**src/rtl/i2c_scan_code_transmitter.sv**
```systemverilog
// I2C master-transmitter: sends one scan-code byte as a single write frame.
// Optional NACK detection/abort is enabled with I2C_ACK_CHECK_EN.
module i2c_scan_code_transmitter #(
  parameter int         CLK_DIV    = 4,
  parameter logic [6:0] SLAVE_ADDR = 7'h42
) (
  input  logic       fpga_clock,
  input  logic       reset_n,
  input  logic [7:0] scan_code,
  input  logic       scan_code_valid,
  output logic       scan_code_ready,
  input  logic       sda_in,
  output logic       sda_drive_low,
  output logic       scl_out,
  output logic       busy,
  output logic       done,
  output logic       nack_err
);

  localparam int CW = $clog2(CLK_DIV);
  localparam logic [CW-1:0] Q_LAST = CW'(CLK_DIV - 1);
  localparam logic [7:0] ADDR_BYTE = {SLAVE_ADDR, 1'b0};

  localparam logic [2:0] S_IDLE     = 3'd0;
  localparam logic [2:0] S_START    = 3'd1;
  localparam logic [2:0] S_ADDR     = 3'd2;
  localparam logic [2:0] S_ADDR_ACK = 3'd3;
  localparam logic [2:0] S_DATA     = 3'd4;
  localparam logic [2:0] S_DATA_ACK = 3'd5;
  localparam logic [2:0] S_STOP     = 3'd6;
  localparam logic [2:0] S_GAP      = 3'd7;

  logic [2:0]    state;
  logic [CW-1:0] q_cnt;
  logic [1:0]    phase;
  logic [2:0]    bit_cnt;
  logic [7:0]    data_q;
  logic          tick;
  logic          bit_end;
  logic          tx_bit;

  assign tick    = (q_cnt == Q_LAST);
  assign bit_end = tick && (phase == 2'd3);
  assign tx_bit  = (state == S_ADDR) ? ADDR_BYTE[bit_cnt]
                                     : data_q[bit_cnt];

  assign scan_code_ready = (state == S_IDLE);
  assign busy            = (state != S_IDLE);

`ifdef I2C_ACK_CHECK_EN
  logic nack_q;
  logic ack_tick;

  assign ack_tick = ((state == S_ADDR_ACK) || (state == S_DATA_ACK))
                    && tick && (phase == 2'd2);

  always_ff @(posedge fpga_clock or negedge reset_n) begin
    if (!reset_n) begin
      nack_q   <= 1'b0;
      nack_err <= 1'b0;
    end else begin
      nack_err <= ack_tick && sda_in;
      if (state == S_IDLE)
        nack_q <= 1'b0;
      else if (ack_tick && sda_in)
        nack_q <= 1'b1;
    end
  end
`else
  logic unused_sda;
  assign unused_sda = sda_in;
  assign nack_err   = 1'b0;
`endif

  // START spans two bit-times: a released-bus guard bit, then the START edge
  always_ff @(posedge fpga_clock or negedge reset_n) begin
    if (!reset_n) begin
      state   <= S_IDLE;
      q_cnt   <= '0;
      phase   <= 2'd0;
      bit_cnt <= 3'd0;
      data_q  <= 8'd0;
      done    <= 1'b0;
    end else begin
      done <= 1'b0;
      if (state == S_IDLE) begin
        q_cnt <= '0;
        phase <= 2'd0;
        if (scan_code_valid) begin
          data_q  <= scan_code;
          bit_cnt <= 3'd1;
          state   <= S_START;
        end
      end else begin
        q_cnt <= tick ? '0 : q_cnt + CW'(1);
        if (tick)
          phase <= phase + 2'd1;
        if (bit_end) begin
          unique case (state)
            S_START, S_ADDR, S_DATA: begin
              if (bit_cnt == 3'd0) begin
                bit_cnt <= 3'd7;
                unique case (state)
                  S_START: state <= S_ADDR;
                  S_ADDR:  state <= S_ADDR_ACK;
                  default: state <= S_DATA_ACK;
                endcase
              end else begin
                bit_cnt <= bit_cnt - 3'd1;
              end
            end
`ifdef I2C_ACK_CHECK_EN
            S_ADDR_ACK: state <= nack_q ? S_STOP : S_DATA;
`else
            S_ADDR_ACK: state <= S_DATA;
`endif
            S_DATA_ACK: state <= S_STOP;
            S_STOP: begin
              done  <= 1'b1;
              state <= S_GAP;
            end
            default: state <= S_IDLE;
          endcase
        end
      end
    end
  end

  always_comb begin
    scl_out       = 1'b1;
    sda_drive_low = 1'b0;
    unique case (state)
      S_START: sda_drive_low = (bit_cnt == 3'd0) && phase[1];
      S_ADDR, S_DATA: begin
        scl_out       = phase[1];
        sda_drive_low = ~tx_bit;
      end
      S_ADDR_ACK, S_DATA_ACK: scl_out = phase[1];
      S_STOP: begin
        scl_out       = (phase != 2'd0);
        sda_drive_low = ~phase[1];
      end
      default: ;
    endcase
  end

endmodule

```
**config.mk**
```make
export PLATFORM = sky130hd
export DESIGN_NAME = i2c_scan_code_transmitter
export DESIGN_NICKNAME = d
export VERILOG_FILES = /design/src/rtl/i2c_scan_code_transmitter.sv
export SDC_FILE = /design/constraint.sdc
export NUM_CORES = 1
export LEC_CHECK = 0
export BUFFER_PORTS_ARGS = -buffer_cell sky130_fd_sc_hd__buf_4
export CORE_MARGIN = 1.5
export CORE_UTILIZATION = 59
export CTS_CLUSTER_DIAMETER = 200
export DETAILED_ROUTE_END_ITERATION = 12
export PLACE_DENSITY = 0.88
export REMOVE_ABC_BUFFERS = 1
export SKIP_LAST_GASP = 1
export SLEW_MARGIN = 20
export SYNTH_ARGS = -nofsm -noshare
export SYNTH_HDL_FRONTEND = slang
export SYNTH_SLANG_ARGS = --single-unit
```
**constraint.sdc**
```tcl
create_clock -name fpga_clock -period 4.3 [get_ports fpga_clock]
set_input_delay 0.215 -clock fpga_clock [delete_from_list [all_inputs] [get_ports fpga_clock]]
set_output_delay 0.215 -clock fpga_clock [all_outputs]
set_load 0.05 [all_outputs]
```
==> impl_metrics.yaml <==
critical_path:
  start_kind: "flip-flop"
  ff2ff_setup_slack_ns: 2.53
  crit_chain: "inv_1 > ha_1 > nand2b_1 > nor3_1 > a21oi_1 > o221ai_1 > buf_4"
  arrival_ns: 1.89
  worst_path_max_delay_cell: "dfrtp_1"
  cpPeakStageDelay_ns: 0.46
  worstPathRequired_ns: 4.09
  crit_buf_inv: 2
  crit_family: "flip-flops"
  cp-end-kind: "primary output"
  criticalPathCategory: "flip-flop to primary output"
  cp_max_fo: 4
detailed_routing:
  dr.pass1.iters: 4
  viasPerCell: 5.46
  drt_iter0_drc: 16
  final_antenna_net_count: 0
  routedWlPerCell_um: 14.2
  vias: 765
  drc_errors: 0
  drt-total-wl_um: 1980
power_and_ir_drop:
  p_leak_nw: 0.571
  p_comb_share_pct: 4.8
  irDropWorstVdd_v: 0.000188
  p_switching_w: 0.0000598
  clkPwrFrac_pct: 31.7
  cellPowerDensity_nw_per_um2: 226
  p_int_w: 0.000221
  p_seq_share_pct: 63.6
  sw_frac_of_total_pct: 21.3
synth:
  synthArstFlopShare_pct: 100
  synth_cell_type_count: 35
  synthMuxAreaShare_pct: 17.7
  synth_edf_count: 0
  yosysTopAreaCell: "dfrtp_1"
  synth_top_family_by_area: "multiplexers"
  netlist_top_cells_count: "19 x dfrtp_1, 8 x mux2_4, 7 x a21oi_1, 7 x nand2_1, 7 x nor2_1"
  yosysMostFrequentCell: "dfrtp_1"
  syn_area_per_cell_um2: 11.0
  synthAdderAreaFrac_pct: 6.53
  synth_ff_type: "dfrtp_1"
  synth.area.top_cells: "dfrtp_1 43%, mux2_4 11%, ha_1 5.6%"
  yosysSeqAreaShare_pct: 42.8
  synth-xor-area-share_pct: 3.15
  synth_warnings: 0
  synth_compound_area_share_pct: 7.88
  synth-simple-area-share_pct: 15.0
  yosysTopAreaCellShare_pct: 42.8
  syn_inst: 101
  synth-seq-cells: 19
  syn_area_um2: 1110
timing:
  slew_violations: 0
  fin_skew_ns: 0.00278
  final.period_utilization_pct: 48.9
  finalSetupTns_ns: 0
  timing_hold_violations_final: 0
  setup_viol: 0
  fin_crit_ns: 2.10
  rsz0062_at_grt: "no"
  clock.fmax_mhz: 476
  setup_ws_ns: 2.20
clock_tree:
  numCtsBuffers: 3
  cts.sinks: 19
  htree_levels: 1
  worstSkewPairLatency_ns: 0.29
  cts.root.buffer_cell: "clkbuf_4"
  cts_setup_buffers: 0
  clock_path_buffers: 2
  cts_hold_buf: 1
  clkTransAtPathRegs_ns: 0.10
  cts_resized: 0
  cts_tree: "yes"
global_route:
  antenna_found_initial: 0
  grt_overflow: 0
  grt_usage_pct: 21.9
  grt_max_degree: 20
  grt_pass1_vias: 698
  grt_pass1_wl_um: 3240
place:
  post-place-ws_ns: 2.52
  hpwl_um: 1500
  dp_cells: 135
  place_congestion: 0.840
  port_buffers: 15
floorplanning:
  num_rows: 15
  coreArea_um2: 1750
  die_h_um: 46.4
  initial_core_util_pct: 63.7
  die_area_um2: 2150
  io_pins: 18
  die_w_um: 46.4
final_layout:
  syn_to_final_growth_pct: 12.0
  diodes: 0
  finalNetCount: 133
  postLayoutCoreUtil_pct: 71.3
  drive_gt1_share_pct: 27.8
  instances_no_fill: 140
min_path:
  hold_path_class: "input port to flip-flop"
job:
  max-cap-violations: 0
status:
  run_status: "finished, final reports clean"
[metal layers]
metal	track usage, %	routed length, µm	vias up
met5	0	0	-
met4	10.3	26	0
met3	3.53	47	4
met2	35.8	1010	15
met1	28.1	892	372
li1	-	-	374
[final timing paths]
path | endpoint | depth (start not counted) | startpoint
worst max register to register | data_q[2] | 4 | state[2]
min in group asynchronous | state[2] | 2 | reset_n
max in group asynchronous | bit_cnt[1] | 2 | reset_n
worst max-delay path | sda_drive_low | 7 | bit_cnt[0]
worst min-delay path | data_q[0] | 2 | scan_code[0]
worst min register to register | q_cnt[0] | 1 | q_cnt[0]
[final cells by class]
class | count | area (µm²)
Tap cell | 25 | 31.3
Multi-Input combinational cell | 70 | 562
Fill cell | 133 | 500
Inverter | 6 | 27.5
Timing Repair Buffer | 16 | 123
Sequential cell | 19 | 475
Clock buffer | 4 | 26.3
[sequential cells by signal (all words and copies together) (netlist names)]
name	count
bit_cnt	3
phase	2
data_q	8
state	3
q_cnt	2
done	1
[cell usage in the layout (no fill, tap or decap), types with 2 or more instances in the layout]
cell type  instances
a21oi_1            7
nand3_1            4
nor2_1             7
clkbuf_4           3
ha_1               5
dfrtp_1           19
nand2b_1           2
nand2_1            7
mux2i_1            2
buf_4             15
nor3_1             4
nor2b_1            2
xnor2_1            4
inv_1              5
mux4_2             2
mux2_4             8
[power by group through the flow]
stage	Combinational, W	Sequential [W]	Clock [W]
floorplan	0.00000208	0.000182	0
global placement	0.0000125	0.000182	0
detailed placement	0.0000131	0.000182	0
CTS	0.0000138	0.000179	0.0000927
global route	0.0000148	0.000179	0.0000997
finish	0.0000134	0.000179	0.0000889
[stage by stage]
stage | total power (W) | hold WS (ns) | instance area [µm²]
2_1_floorplan | 0.000184 | -0.0806 | 1060
3_3_place_gp | 0.000195 | 0.0983 | 1210
3_5_place_dp | 0.000195 | 0.104 | 1210
4_1_cts | 0.000285 | 0.131 | 1240
5_1_grt | 0.000293 | 0.128 | 1240
6_report | 0.000281 | 0.144 | 1240
[cell families after synthesis]
kind of cell             count (synthesis)
XOR/XNOR                                 4
AND/OR/NAND/NOR                         32
other                                    1
flip-flops                              19
AO/OA/AOI/OAI                           14
buffers and inverters                   12
adder cells (fa/ha/maj)                  6
multiplexers                            13
[worst register-to-register path, cell delays in order (launching register included)]
cell	delay, ns
dfrtp_1	0.53
or3_4	0.48
inv_6	0.09
and2_4	0.24
mux2_4	0.32
(Power assumes the default switching activity.)
